### src/rtl/eth_to_book_pkg.sv
// eth_to_book_pkg: shared order-book level types, top-of-book message constants and byte selector
package eth_to_book_pkg;

    typedef struct packed {
        logic        valid;
        logic [31:0] price;
        logic [63:0] shares;
    } bookLevelType;

    typedef struct packed {
        bookLevelType buy;
        bookLevelType sell;
    } bookPairType;

    localparam int         TOB_MSG_LEN  = 30;
    localparam logic [7:0] TOB_MSG_TYPE = 8'h51;

    typedef enum logic {IDLE, SEND} tobStateType;

    // byte 0 is the most significant byte of the packed message
    function automatic logic [7:0] tob_byte(input logic [TOB_MSG_LEN*8-1:0] msg, input logic [4:0] idx);
        logic [TOB_MSG_LEN*8-1:0] s;
        s = msg << (8 * idx);
        return s[TOB_MSG_LEN*8-1 -: 8];
    endfunction

endpackage

### src/rtl/tob_publisher.sv
// tob_publisher: snapshots top-of-book changes and streams them as 30-byte messages, coalescing updates
module tob_publisher
    import eth_to_book_pkg::*;
#(
    parameter logic [7:0]  MSG_TYPE = TOB_MSG_TYPE,
    parameter logic [31:0] SEQ_INIT = 32'd1
) (
    input  logic         clkIn,
    input  logic         rstBIn,
    input  bookLevelType topBuyIn,
    input  bookLevelType topSellIn,
    output logic [7:0]   dataOut,
    output logic         dataValidOut,
    output logic         dataLastOut,
    input  logic         readyIn,
    output logic [31:0]  seqNumOut,
    output logic [15:0]  coalescedCntOut
);

    localparam logic [4:0] LAST_IDX = 5'(TOB_MSG_LEN - 1);

    tobStateType              state_q, state_d;
    bookPairType              smp_q, smp_d;
    bookPairType              smp_prev_q, smp_prev_d;
    bookPairType              pub_q, pub_d;
    logic [4:0]               idx_q, idx_d, idx_nxt;
    logic [31:0]              seq_q, seq_d;
    logic                     first_q, first_d;
    logic [15:0]              coal_q, coal_d;
    logic [7:0]               data_q, data_d;
    logic                     valid_q, valid_d;
    logic                     last_q, last_d;
    logic [TOB_MSG_LEN*8-1:0] msg;

    assign msg = {MSG_TYPE, seq_q, 6'b0, pub_q.buy.valid, pub_q.sell.valid,
                  pub_q.buy.price, pub_q.buy.shares, pub_q.sell.price, pub_q.sell.shares};
    assign idx_nxt = idx_q + 5'd1;

    assign dataOut         = data_q;
    assign dataValidOut    = valid_q;
    assign dataLastOut     = last_q;
    assign seqNumOut       = seq_q;
    assign coalescedCntOut = coal_q;

    // next-state: sample inputs, start a message on change, step bytes on handshake, count lost updates
    always_comb begin
        smp_d      = {topBuyIn, topSellIn};
        smp_prev_d = smp_q;
        pub_d      = pub_q;
        state_d    = state_q;
        idx_d      = idx_q;
        seq_d      = seq_q;
        first_d    = first_q;
        coal_d     = coal_q;
        data_d     = data_q;
        valid_d    = valid_q;
        last_d     = last_q;
        if (state_q == IDLE) begin
            if (smp_q != pub_q) begin
                state_d = SEND;
                pub_d   = smp_q;
                idx_d   = 5'd0;
                seq_d   = first_q ? SEQ_INIT : seq_q + 32'd1;
                first_d = 1'b0;
                data_d  = MSG_TYPE;
                valid_d = 1'b1;
                last_d  = 1'b0;
            end
        end else begin
            if (smp_q != smp_prev_q && smp_prev_q != pub_q && coal_q != 16'hFFFF)
                coal_d = coal_q + 16'd1;
            if (valid_q && readyIn) begin
                if (last_q) begin
                    state_d = IDLE;
                    valid_d = 1'b0;
                    last_d  = 1'b0;
                end else begin
                    idx_d  = idx_nxt;
                    data_d = tob_byte(msg, idx_nxt);
                    last_d = idx_nxt == LAST_IDX;
                end
            end
        end
    end

    // state and output registers, cleared asynchronously so a reset aborts any message in flight
    always_ff @(posedge clkIn or negedge rstBIn) begin
        if (!rstBIn) begin
            state_q    <= IDLE;
            smp_q      <= '0;
            smp_prev_q <= '0;
            pub_q      <= '0;
            idx_q      <= '0;
            seq_q      <= '0;
            first_q    <= 1'b1;
            coal_q     <= '0;
            data_q     <= '0;
            valid_q    <= 1'b0;
            last_q     <= 1'b0;
        end else begin
            state_q    <= state_d;
            smp_q      <= smp_d;
            smp_prev_q <= smp_prev_d;
            pub_q      <= pub_d;
            idx_q      <= idx_d;
            seq_q      <= seq_d;
            first_q    <= first_d;
            coal_q     <= coal_d;
            data_q     <= data_d;
            valid_q    <= valid_d;
            last_q     <= last_d;
        end
    end

endmodule

### config.mk
export PLATFORM = sky130hd
export DESIGN_NAME = tob_publisher
export DESIGN_NICKNAME = d
export VERILOG_FILES = /design/src/rtl/eth_to_book_pkg.sv /design/src/rtl/tob_publisher.sv
export SDC_FILE = /design/constraint.sdc
export NUM_CORES = 1
export LEC_CHECK = 0
export ABC_CLOCK_PERIOD_IN_PS = 4100
export CAP_MARGIN = 30
export CORE_ASPECT_RATIO = 0.7
export CORE_MARGIN = 3
export CORE_UTILIZATION = 58
export DETAILED_ROUTE_END_ITERATION = 12
export MAX_ROUTING_LAYER = met4
export PLACE_DENSITY_LB_ADDON = 0.1
export SETUP_SLACK_MARGIN = 0.05
export SLEW_MARGIN = 40
export SYNTH_ARGS = -nofsm -noshare
export SYNTH_HDL_FRONTEND = slang
export SYNTH_SLANG_ARGS = --single-unit
### constraint.sdc
create_clock -name clkIn -period 4.1 [get_ports clkIn]
set_input_delay 0.82 -clock clkIn [delete_from_list [all_inputs] [get_ports clkIn]]
set_output_delay 0.82 -clock clkIn [all_outputs]
set_load 0.005 [all_outputs]
Yosys cells after proc, flatten, opt, wreduce, memory -nomap -nowiden --
Cells that the tools add are included.
Operators by class: $add $sub $neg 3, eq/ne operators 8, shift operators 1, muxes and demuxes 21, bitwise gates (word level) 1, reductions and logical operators 9
Operators with widths (number):
- $ne A194 B194 Y1 | 3
- $shl A239 B8 Y240 | 1
- $add A32 B1 Y32 const B | 1
- $mux W32 | 1
- $mux W8 | 4
- $mux W5 | 4
- $add A16 B1 Y16 const B | 1
- $ne A16 B16 Y1 const B | 1
- $mux W1 | 12
- $reduce_and A2 Y1 | 3
- $reduce_and A3 Y1 | 2
- $add A5 B1 Y5 const B | 1
- $eq A5 B5 Y1 const B | 1
- $ne A2 B1 Y1 const B | 2
- $logic_and A1 B1 Y1 | 3
- $ne A2 B2 Y1 const B | 1
- $reduce_bool A2 Y1 | 1
- $not A1 Y1 | 1
Word-level totals: register bits 647, input bits 197, output and inout bits 58, logic and storage cells 69

Logic depth before layout (Yosys ltp) --
word-level depth 5, depth in mapped cells 14, gate-level depth less buffers 9

Worst setup path after synthesis --
No wires, ideal clock.
path kind register to register, start register idx_q[0], end register data_q[1] (netlist: dataOut[1]), setup time 0.134 ns, arrival time 3.197 ns, setup slack 0.769 ns, cell stages (with the launch flop) 14, buffers on the path 5, cell sequence dfrtp_1 buf_2 clkbuf_1 inv_1 ha_1 clkbuf_1 buf_1 clkbuf_1 nor2_1 mux4_2 nand2_1 o311ai_0 o211ai_1 o21ai_0
Between the ends: cells in the longest elaborated chain, start to end 5
Ends and longest elaborated chain:
- start, declared | RTL line tob_publisher.sv:26 | logic [4:0] idx_q, idx_d, idx_nxt;
- start signal, assigned | RTL line tob_publisher.sv:105 | idx_q <= idx_d;
- $add A5 B1 Y5 | RTL line tob_publisher.sv:37 | assign idx_nxt = idx_q + 5'd1;
- $shl A239 B8 Y240 | RTL line eth_to_book_pkg.sv:23 | s = msg << (8 * idx);
- $mux W8 | RTL line tob_publisher.sv:73 | if (last_q) begin
- $mux W8 | RTL line tob_publisher.sv:72 | if (valid_q && readyIn) begin
- $mux W8 | RTL line tob_publisher.sv:58 | if (state_q == IDLE) begin
- end signal, assigned | RTL line tob_publisher.sv:109 | data_q <= data_d;
- end, declared | RTL line tob_publisher.sv:30 | logic [7:0] data_q, data_d;
Every way passes these cells. The select of a mux whose other input is x is not followed. A chain may end at the register's enable or synchronous reset.

Worst setup path in the final report --
start register pub_q, in the netlist msg[100], end register pub_q, in the netlist msg[51]
Between the ends: cells in the longest elaborated chain, start to end 2
Ends and longest elaborated chain:
- start, declared | RTL line tob_publisher.sv:25 | bookPairType pub_q, pub_d;
- start signal, assigned | RTL line tob_publisher.sv:104 | pub_q <= pub_d;
- $ne A194 B194 Y1 | RTL line tob_publisher.sv:59 | if (smp_q != pub_q) begin
- $reduce_and A2 Y1 (no source line)
Every way passes these cells.

==> results.toml <==
[status]
status = "completed"

[final_layout]
nFillCells = 3293
layout-drive-gt1-share_pct = 17.1
nets = 2646
final_cell_mix = "dfrtp_1, xnor2_1, clkdlybuf4s50_1, mux2_2, nand4_1"
multi_input_area_um2 = 12200
final-seq-area_um2 = 16200
finalNonFillerCells = 3151
syn2layout_area_growth_pct = 19.0
final_common_cell = "dfrtp_1"

[worst_setup_path]
timing.rr.start = "msg[100]"
reg2reg_depth = 7
critPathKind = "flop to flop"
rr_endpoint = "msg[51]"
crit_fanout = 56
cp-end-kind = "flop"
critPathRequiredTime_ns = 4.61
worst_setup_path_start_kind = "flop"
worstPathArrival_ns = 4.49
startpoint = "msg[100]"
reg2reg_setup_slack_ns = 0.12

[synth]
synth.yosys.warnings = 0
synthCells = 2174
yosys_most_used_dff = "dfrtp_1"
syn_area_um2 = 29000
ys_async_sr_fraction_pct = 100
synth_nets = 2375
ys_ff_latch = 647
synth-seq-area-share_pct = 55.9
synthDistinctLibCells = 61
synth_edf_count = 0
avgSynthCellArea_um2 = 13.3

[drt]
ant_nets = 0
drt_iter0_drc = 2766
post_drt_wl_per_cell_um = 32.8
firstDrtPassIters = 6
wl_um = 104000
via_per_inst = 6.38
drt_drc_violations_left = 0
vias = 20105

[grt]
antenna_found_initial = 6
grt_max_degree = 90
globalRouteTotalUtil_pct = 41.1
grt_pass1_vias = 19726
overflow = 0
grt_pass1_wl_um = 147000

[die]
start_util_pct = 59.6
num_io_pins = 255
die_h_um = 193
dieArea_um2 = 52700
num_rows = 67
core-area_um2 = 48600
die_w_um = 273

[timing]
max_slew.worst_pin.slew_ns = 0.859
setup_violations = 0
fin_crit_sh_pct = 97.2
slew_viol_final = 0
final.min_clock_period_ns = 3.98
fin_setup_tns_ns = 0
hold_viol = 0
maxSlewHeadroom_pct = 42.8
finClkSkew_ns = 0.0270
grt_setup_unrepaired = "no"
max_freq_mhz = 251

[placement]
dp_cells = 3040
dp_hpwl_um = 80900
gp_congestion = 1.07
port_buffers = 254

[clock_tree]
cts_max_path_buffers = 3
cts-resized-gates = 0
cts-hold-fix-buffers = 0
cts_tree = "yes"
path_clk_slew_ns = 0.07
clock_latency_ns = 0.63
clock_sinks = 647
post_cts.repair.setup_buffers = 0
root_buffer = "clkbuf_16"
cts_max_level = 2
cts_buffers = 58

[pwr]
p_int_mw = 14.8
powerDensity_nw_per_um2 = 691
combPwrFrac_pct = 34.6
sw_frac_of_total_pct = 37.8
max-vdd-ir-drop_uv = 512
power_frac_seq_pct = 40.2
p_leak_nw = 13.8
p_switching_mw = 9.00
pwr-share-clk_pct = 25.2

[worst_hold_path]
hp-class = "input port to async pin"

[flow_run]
cap_violations = 0
-- worst max-delay path, stage by stage (launching register included) --
cell and delay (ns):
dfrtp_1 0.54, xnor2_1 0.51, nand4_1 0.32, nor4_1 0.50
nand4_1 0.41, o41a_2 0.71, buf_4 0.40, mux2_2 0.40
-- stage by stage --
stage | utilization, % | worst slack (ns) | instance area [µm²] | power (mW) | hold slack [ns]
after floorplan | - | 0.769 | 29000 | 13.6 | 0.407
after detailed placement | 66.5 | 0.340 | 32400 | 17.5 | 0.446
final | 70.9 | 0.116 | 34500 | 23.8 | 0.104
after CTS | 70.9 | 0.326 | 34500 | 23.5 | 0.0949
after global routing | 70.9 | 0.120 | 34500 | 24.5 | 0.118
after global placement | 66.5 | 0.339 | 32300 | 17.4 | 0.434
-- layer usage --
layer,up-vias,wire [µm],track usage [%]
li1,8169,-,-
met4,0,3350,11.8
met1,10604,44400,60.7
met3,183,12800,12.3
met5,-,0,-
met2,1149,43000,55.0
-- how the worst max path moves through the flow --
stage                 end  depth (start not counted)
2_1_floorplan  dataOut[1]                         13
3_3_place_gp     msg[123]                          7
3_5_place_dp      msg[51]                          7
4_1_cts           msg[51]                          7
5_1_grt           msg[39]                          7
6_report          msg[51]                          7
-- state kept, by name, summed over array words and instances (netlist names) --
| register | flops |
|---|---|
| dataValidOut | 1 |
| msg | 194 |
| first_q | 1 |
| idx_q | 5 |
| smp_prev_q | 194 |
| state_q | 1 |
| smp_prev_d | 194 |
| coalescedCntOut | 16 |
| seqNumOut | 32 |
| dataLastOut | 1 |
| dataOut | 8 |
-- power by group through the flow --
| stage | Clock, mW | Sequential [mW] | Combinational, mW |
|---|---|---|---|
| 6_report | 6.00 | 9.57 | 8.24 |
| 5_1_grt | 6.31 | 9.65 | 8.49 |
| 4_1_cts | 6.03 | 9.47 | 8.03 |
| 3_5_place_dp | 0 | 9.57 | 7.98 |
| 3_3_place_gp | 0 | 9.50 | 7.89 |
| 2_1_floorplan | 0 | 8.76 | 4.83 |
-- cells in the mapped netlist, types with 2 or more instances --
cell	count	share of area [%]
mux2i_1	29	1.0
mux2_2	207	8.0
buf_4	33	0.86
a31oi_1	2	0.043
o211ai_1	10	0.26
buf_6	11	0.43
o2bb2ai_1	8	0.24
nand4b_1	2	0.060
o22ai_1	5	0.11
nand2b_1	14	0.30
buf_1	4	0.052
mux4_2	50	3.9
a21oi_1	10	0.17
ha_1	4	0.17
xnor2_1	532	16
nand4_1	142	3.1
o31ai_1	2	0.052
xor2_1	61	1.8
and4_1	5	0.15
nor4_1	51	1.1
nand3b_1	5	0.13
a22oi_1	15	0.39
or3_1	4	0.086
and2_1	6	0.13
o21ai_0	36	0.62
nor2_1	40	0.52
nand2_1	67	0.87
a22o_1	13	0.39
inv_1	17	0.22
and3_1	8	0.17
buf_2	17	0.29
nor2b_1	14	0.30
or4_1	3	0.078
dfrtp_1	646	56
nor3b_1	4	0.10
o41a_1	2	0.078
nand3_1	22	0.38
clkbuf_1	30	0.39
nor3_1	21	0.36
-- logic make-up after synthesis --
group / share of synthesized area, %
compound gates: 2.77
xor+xnor: 18.0
mux: 13.0
buf+inv: 2.24
flops: 55.9
simple gates: 7.98
fa+ha+maj: 0.173
-- layout make-up --
cell class	count	area share [%]
diodes	3	0.0218
clock buffers	73	4.76
clock inverters	35	1.33
inverters	17	0.185
multi-input cells	1415	35.4
flip-flops and latches	647	47.0
well taps	655	2.38
repair buffers	306	8.98
No activity file was read; power rests on OpenSTA's default activity.
